--- src/rtl/game_turn_ctrl_pkg.sv ---
// Shared encodings and defaults for the turn controller.
// Used by game_turn_ctrl and its optional turn_timer.
package game_pkg;

  // Controller state, visible on current_state.
  typedef enum logic [1:0] {
    ST_IDLE = 2'd0,
    ST_TURN = 2'd1,
    ST_EVAL = 2'd2,
    ST_END  = 2'd3
  } state_t;

  // Outcome of the current or last game, visible on game_status.
  typedef enum logic [1:0] {
    GS_PLAYING = 2'd0,
    GS_WIN     = 2'd1,
    GS_TIE     = 2'd2,
    GS_FORFEIT = 2'd3
  } status_t;

  // Classic 6x7 board.
  localparam int DEFAULT_BOARD_CELLS = 42;

  // Width needed to hold ids 0..n-1, never less than one bit.
  function automatic int id_width(input int n);
    return (n > 2) ? $clog2(n) : 1;
  endfunction

endpackage

--- src/rtl/game_turn_ctrl_turn_timer.sv ---
// Per-turn cycle counter. Counts while i_run is high, restarts when
// i_run drops, when i_clear is high, or after reaching its terminal count.
// o_tc is high on the last allowed cycle of a turn (count == TIMEOUT-1).
module turn_timer #(
  parameter  int TIMEOUT = 8,
  localparam int CW      = (TIMEOUT > 2) ? $clog2(TIMEOUT) : 1
) (
  input  logic clk,
  input  logic reset,
  input  logic i_run,
  input  logic i_clear,
  output logic o_tc
);

  logic [CW-1:0] r_cnt;

  assign o_tc = i_run && (r_cnt == CW'(TIMEOUT - 1));

  // Count cycles spent in the current turn; any restart condition zeroes it.
  always_ff @(posedge clk or negedge reset) begin
    if (!reset) begin
      r_cnt <= '0;
    end else if (!i_run || i_clear || o_tc) begin
      r_cnt <= '0;
    end else begin
      r_cnt <= r_cnt + 1'b1;
    end
  end

endmodule

--- src/rtl/game_turn_ctrl.sv ---
// Turn sequencer for a 2..NUM_PLAYERS board game (Connect4 successor).
// All outputs are registered. Define GAME_TURN_TIMER_EN to add the
// per-turn timeout / forfeit logic; without it turn_timeout is tied low.
module game_turn_ctrl
  import game_pkg::*;
#(
  parameter  int NUM_PLAYERS  = 2,
  parameter  int BOARD_CELLS  = DEFAULT_BOARD_CELLS,
  parameter  int TURN_TIMEOUT = 1000000,
  localparam int PW           = id_width(NUM_PLAYERS),
  localparam int MW           = $clog2(BOARD_CELLS + 1)
) (
  input  logic          clk,
  input  logic          reset,
  input  logic          start,
  input  logic          move_valid,
  input  logic [PW-1:0] move_player,
  input  logic          invalid_move,
  input  logic          win_detect,
  input  logic          board_full,
  output logic [1:0]    current_state,
  output logic [PW-1:0] current_player,
  output logic [1:0]    game_status,
  output logic [PW-1:0] winner,
  output logic          move_accept,
  output logic          move_reject,
  output logic          board_clear,
  output logic [MW-1:0] move_count,
  output logic          turn_timeout
);

  // Reject impossible configurations at elaboration.
  if (NUM_PLAYERS < 2 || NUM_PLAYERS > 8 || BOARD_CELLS < 1 || TURN_TIMEOUT < 2) begin : g_param_check
    $error("game_turn_ctrl: parameter out of range");
  end

  state_t        r_state,  w_state_next;
  status_t       r_status, w_status_next;
  logic [PW-1:0] r_player, w_player_next;
  logic [PW-1:0] r_winner, w_winner_next;
  logic [MW-1:0] r_count,  w_count_next;
  logic          r_accept, w_accept_next;
  logic          r_reject, w_reject_next;
  logic          r_clear,  w_clear_next;
  logic          r_timeout, w_timeout_next;

  logic          w_move_ok;
  logic [PW-1:0] w_player_inc;
  logic [PW-1:0] w_winner_inc;
  logic [MW-1:0] w_count_inc;

  // A move counts only from the player on turn and only if the drop was legal.
  assign w_move_ok    = move_valid && (move_player == r_player) && !invalid_move;
  assign w_player_inc = (r_player == PW'(NUM_PLAYERS - 1)) ? '0 : r_player + 1'b1;
  assign w_winner_inc = (r_winner == PW'(NUM_PLAYERS - 1)) ? '0 : r_winner + 1'b1;
  assign w_count_inc  = (r_count == MW'(BOARD_CELLS)) ? r_count : r_count + 1'b1;

`ifdef GAME_TURN_TIMER_EN
  logic [PW-1:0] r_to_cnt, w_to_cnt_next;
  logic          w_tc;

  turn_timer #(
    .TIMEOUT (TURN_TIMEOUT)
  ) u_turn_timer (
    .clk     (clk),
    .reset   (reset),
    .i_run   (r_state == ST_TURN),
    .i_clear (w_move_ok),
    .o_tc    (w_tc)
  );
`endif

  // Next-state and next-output decode; every target defaults to hold / idle.
  always_comb begin
    w_state_next   = r_state;
    w_status_next  = r_status;
    w_player_next  = r_player;
    w_winner_next  = r_winner;
    w_count_next   = r_count;
    w_accept_next  = 1'b0;
    w_reject_next  = 1'b0;
    w_clear_next   = 1'b0;
    w_timeout_next = 1'b0;
`ifdef GAME_TURN_TIMER_EN
    w_to_cnt_next  = r_to_cnt;
`endif
    case (r_state)
      ST_IDLE: begin
        if (start) begin
          w_state_next  = ST_TURN;
          w_status_next = GS_PLAYING;
          w_player_next = '0;
          w_winner_next = '0;
          w_count_next  = '0;
          w_clear_next  = 1'b1;
`ifdef GAME_TURN_TIMER_EN
          w_to_cnt_next = '0;
`endif
        end
      end
      ST_TURN: begin
        if (w_move_ok) begin
          // A legal move beats a timeout landing on the same cycle.
          w_state_next  = ST_EVAL;
          w_count_next  = w_count_inc;
          w_accept_next = 1'b1;
`ifdef GAME_TURN_TIMER_EN
          w_to_cnt_next = '0;
`endif
        end else begin
          if (move_valid) begin
            w_reject_next = 1'b1;
          end
`ifdef GAME_TURN_TIMER_EN
          if (w_tc) begin
            w_timeout_next = 1'b1;
            // Everybody timed out in a row: nobody is playing any more.
            if (r_to_cnt == PW'(NUM_PLAYERS - 1)) begin
              w_state_next  = ST_END;
              w_status_next = GS_FORFEIT;
            end else begin
              w_to_cnt_next = r_to_cnt + 1'b1;
              w_player_next = w_player_inc;
            end
          end
`endif
        end
      end
      ST_EVAL: begin
        // Win is checked first so a line completed by the last cell is a win.
        if (win_detect) begin
          w_state_next  = ST_END;
          w_status_next = GS_WIN;
          w_winner_next = r_player;
        end else if (board_full || (r_count == MW'(BOARD_CELLS))) begin
          w_state_next  = ST_END;
          w_status_next = GS_TIE;
        end else begin
          w_state_next  = ST_TURN;
          w_player_next = w_player_inc;
        end
      end
      ST_END: begin
        if (start) begin
          // Rematch: the loser-after-winner opens, otherwise player 0.
          w_state_next  = ST_TURN;
          w_player_next = (r_status == GS_WIN) ? w_winner_inc : '0;
          w_status_next = GS_PLAYING;
          w_winner_next = '0;
          w_count_next  = '0;
          w_clear_next  = 1'b1;
`ifdef GAME_TURN_TIMER_EN
          w_to_cnt_next = '0;
`endif
        end
      end
      default: begin
        w_state_next = ST_IDLE;
      end
    endcase
  end

  // State and output registers.
  always_ff @(posedge clk or negedge reset) begin
    if (!reset) begin
      r_state   <= ST_IDLE;
      r_status  <= GS_PLAYING;
      r_player  <= '0;
      r_winner  <= '0;
      r_count   <= '0;
      r_accept  <= 1'b0;
      r_reject  <= 1'b0;
      r_clear   <= 1'b0;
      r_timeout <= 1'b0;
    end else begin
      r_state   <= w_state_next;
      r_status  <= w_status_next;
      r_player  <= w_player_next;
      r_winner  <= w_winner_next;
      r_count   <= w_count_next;
      r_accept  <= w_accept_next;
      r_reject  <= w_reject_next;
      r_clear   <= w_clear_next;
      r_timeout <= w_timeout_next;
    end
  end

`ifdef GAME_TURN_TIMER_EN
  // Consecutive-timeout counter, cleared by any accepted move or new game.
  always_ff @(posedge clk or negedge reset) begin
    if (!reset) begin
      r_to_cnt <= '0;
    end else begin
      r_to_cnt <= w_to_cnt_next;
    end
  end
`endif

  assign current_state  = r_state;
  assign game_status    = r_status;
  assign current_player = r_player;
  assign winner         = r_winner;
  assign move_count     = r_count;
  assign move_accept    = r_accept;
  assign move_reject    = r_reject;
  assign board_clear    = r_clear;
  assign turn_timeout   = r_timeout;

endmodule

--- config.mk ---
export PLATFORM = sky130hd
export DESIGN_NAME = game_turn_ctrl
export DESIGN_NICKNAME = d
export VERILOG_FILES = /design/src/rtl/game_turn_ctrl_pkg.sv /design/src/rtl/game_turn_ctrl_turn_timer.sv /design/src/rtl/game_turn_ctrl.sv
export SDC_FILE = /design/constraint.sdc
export NUM_CORES = 1
export LEC_CHECK = 0
export CORE_MARGIN = 2
export CORE_UTILIZATION = 50
export CTS_BUF_LIST = sky130_fd_sc_hd__clkbuf_4
export DETAILED_ROUTE_END_ITERATION = 8
export PLACE_DENSITY = 0.86
export SLEW_MARGIN = 10
export SYNTH_ARGS = -nofsm -noshare
export SYNTH_HDL_FRONTEND = slang
export SYNTH_SLANG_ARGS = --single-unit
--- constraint.sdc ---
create_clock -name clk -period 2.05 [get_ports clk]
set_input_delay 0.41 -clock clk [delete_from_list [all_inputs] [get_ports clk]]
set_output_delay 0.41 -clock clk [all_outputs]
set_load 0.1 [all_outputs]
==> impl_results.md <==
- Status: complete, no violations
- Core area: about 0.0019 mm²
- Synth async-reset ratio: between 90% and 100%
- Crit Path Max Fanout: 9
- Final Max Slew Viols: 0
- Max Cap Violations: 0
- Root Driver: clkbuf_4
- Grt met1 use: 22.6%
- Cell count after synthesis: 108
- Layout net count: 149
- CTS tree: done
- Post-cts hold buffer count: 0
- Gr ovfl total: 0
- Final core occ: approximately 66%
- Max clock buf depth: 2
- Initial Util: 51.6%
- WL/cell: 14.0 µm
- Main synth FF type: dfrtp_1
- Syn nets: 122
- Crit path kind: flip-flop to flip-flop
- DRC viols: 0
- Antenna Violating Nets Remaining: 0
- Endpoints failing hold: 0
- Total wire length: around 2300 µm
- Tcrit/Tclk final: 87.4%
- Sink Count: 15
- Num CTS Buffers: 3
- # IOs: 24
- Fmax: 558 MHz
- CP Capture Type: flip-flop
- Slack of the worst reg-to-reg path: 0.26 ns
- Synth-to-layout area growth: 28.4%
- Critical Path Start Type: flip-flop
- Required time worst endpoint: 2.23 ns
- YS warnings: 0
- Peak VDD IR: 1.33 mV
- HPWL Detailed: 1780 µm
- Mapped cell area: 982 µm²
- #FFs+latches synth: 15
- Hold slack: around 0.43 ns
- Vias: 930
- CP Data Arrival Time: approximately 2.0 ns
- Tmin final: about 1.8 ns
- Postcts setup bufs: 0
- Layout cells sized above 1: 28.4%
- Die Height: 48.3 µm
- Max stage delay on crit path: 0.44 ns
- Worst Hold Class: input port to async pin
- Lkg Pwr: 0.569 nW
- Delay-heaviest family, CP: adder cells
- Initial antenna violation count: 0
- Setup violators final: 0
- H-tree depth: 1
- Vias in the first global route: 922
- Diodes inserted: 0
- P per Cell Area: 1610 mW/mm²
- GPL Wtd Cong: 0.849
- RSZ-0062 raised after global routing: false
- First-pass GRT wire length: 3780 µm
- Clk_skew: about 0.0067 ns
- Crit path max-delay cell type: ha_1
- Post-Syn Area per Cell: 9.09 µm²
- Crit-path cells: inv_1 -> ha_1 -> nand3_1 -> nor2_1 -> a32oi_1 -> o31a_2
- Die width: 48.3 µm
- Most frequent cells in the layout: 16 x buf_4, 11 x o21ai_0, 11 x dfrtp_1, 10 x nand2_1, 8 x nor2_1
- Seq/Total Area, Yosys: 38.2%
- Synth cell types: 42
- Met3 track demand over resource: 3.09%
- Worst skew pair latency: 0.29 ns
- Initial DRC count: 14
- EDFF count, synth: 0
- # rows: 16
- Crit path buf inv count: 1
- Setup_tns: 0 ns
- DR pass1 iterations: 5
- Top Usage Layer GRT: met2
- GR Util All Layers: 20.4%
- Most common cell after layout, fill and taps aside: buf_4
- I/O Buffers: 22
- Worst-path clk slew: 0.09 ns
- Die area: 0.00233 mm²
- Post-CTS sizing: 0
- DR vias/cell: 5.78
- Met2 Use GR: a little over a third
- Pin count of the biggest net entering global routing: 16
==> per-layer routing <==
metal | wire (µm) | vias to the layer above | share of wire, %
met5 | 0 | - | 0
met4 | 78 | 0 | 3.5
met3 | 94 | 9 | 4.2
met2 | 1150 | 28 | 51
met1 | 939 | 454 | 42
li1 | - | 439 | -
==> sequential cells by signal (all words and copies together) (netlist names) <==
register and cells:
move_count 6, game_status 2, current_player 1, move_accept 1, move_reject 1, winner 1, current_state 2, board_clear 1
==> cell families (layout without fill, tap and decap cells) <==
family | Yosys count | in the layout | share of synthesized area (%)
simple gates | 39 | 39 | 21.0
compound gates | 34 | 34 | 24.5
flops | 15 | 15 | 38.2
buf+inv | 10 | 36 | 4.46
fa+ha+maj | 6 | 6 | 7.64
mux | 2 | 2 | 2.17
other cells | 1 | 1 | 0.382
xor+xnor | 1 | 1 | 1.66
==> Yosys cell counts (all sizes together) (2+ instances only) <==
cell type / instances / area, µm²
dfrtp: 15 / 375
o21ai: 12 / 63.8
nand2: 10 / 37.5
nor2: 8 / 30.0
inv: 7 / 26.3
ha: 6 / 75.1
nand3: 5 / 25.0
a21oi: 4 / 23.8
buf: 3 / 17.5
nor2b: 3 / 18.8
nor3: 3 / 15.0
o211ai: 3 / 22.5
o311ai: 3 / 26.3
a21o: 2 / 16.3
a31oi: 2 / 12.5
and2: 2 / 16.3
or2: 2 / 12.5
==> per-stage QoR <==
step / setup WS (ns) / area, µm² / total power [W] / std cells
2_1_floorplan: 0.0358 / 987 / 0.00152 / 108
3_3_place_gp: 0.253 / 1230 / 0.00183 / 157
5_1_grt: 0.124 / 1260 / 0.00214 / 161
4_1_cts: 0.265 / 1260 / 0.00204 / 161
3_5_place_dp: 0.201 / 1230 / 0.00186 / 157
6_report: 0.259 / 1260 / 0.00203 / 161
==> where the power goes <==
part	leakage, nW	internal, W	switching [W]
clock	0.0177	0.0000726	0.0000974
sequential	0.195	0.000381	0.0000980
combinational	0.357	0.000383	0.00100
total	0.569	0.000837	0.00120
==> worst paths after layout <==
kind / start / end / depth (start not counted)
max in group asynchronous: reset / move_count[1] / 2
min in group clk: current_state[1] / current_state[1] / 1
worst max-delay path: current_state[0] / move_count[5] / 6
worst min-delay path: reset / move_reject / 2
worst min register to register: current_state[1] / current_state[1] / 1
worst max register to register: current_state[0] / move_count[5] / 6
==> layout make-up <==
cell class	instances	area [µm²]
Inverter	7	26.3
Clock inverter	1	5.00
Timing Repair Buffer	25	230
Fill cell	154	641
Multi-Input combinational cell	83	563
Tap cell	27	33.8
Sequential cell	15	380
Clock buffer	3	22.5
Power figures use the tool's default switching activity.
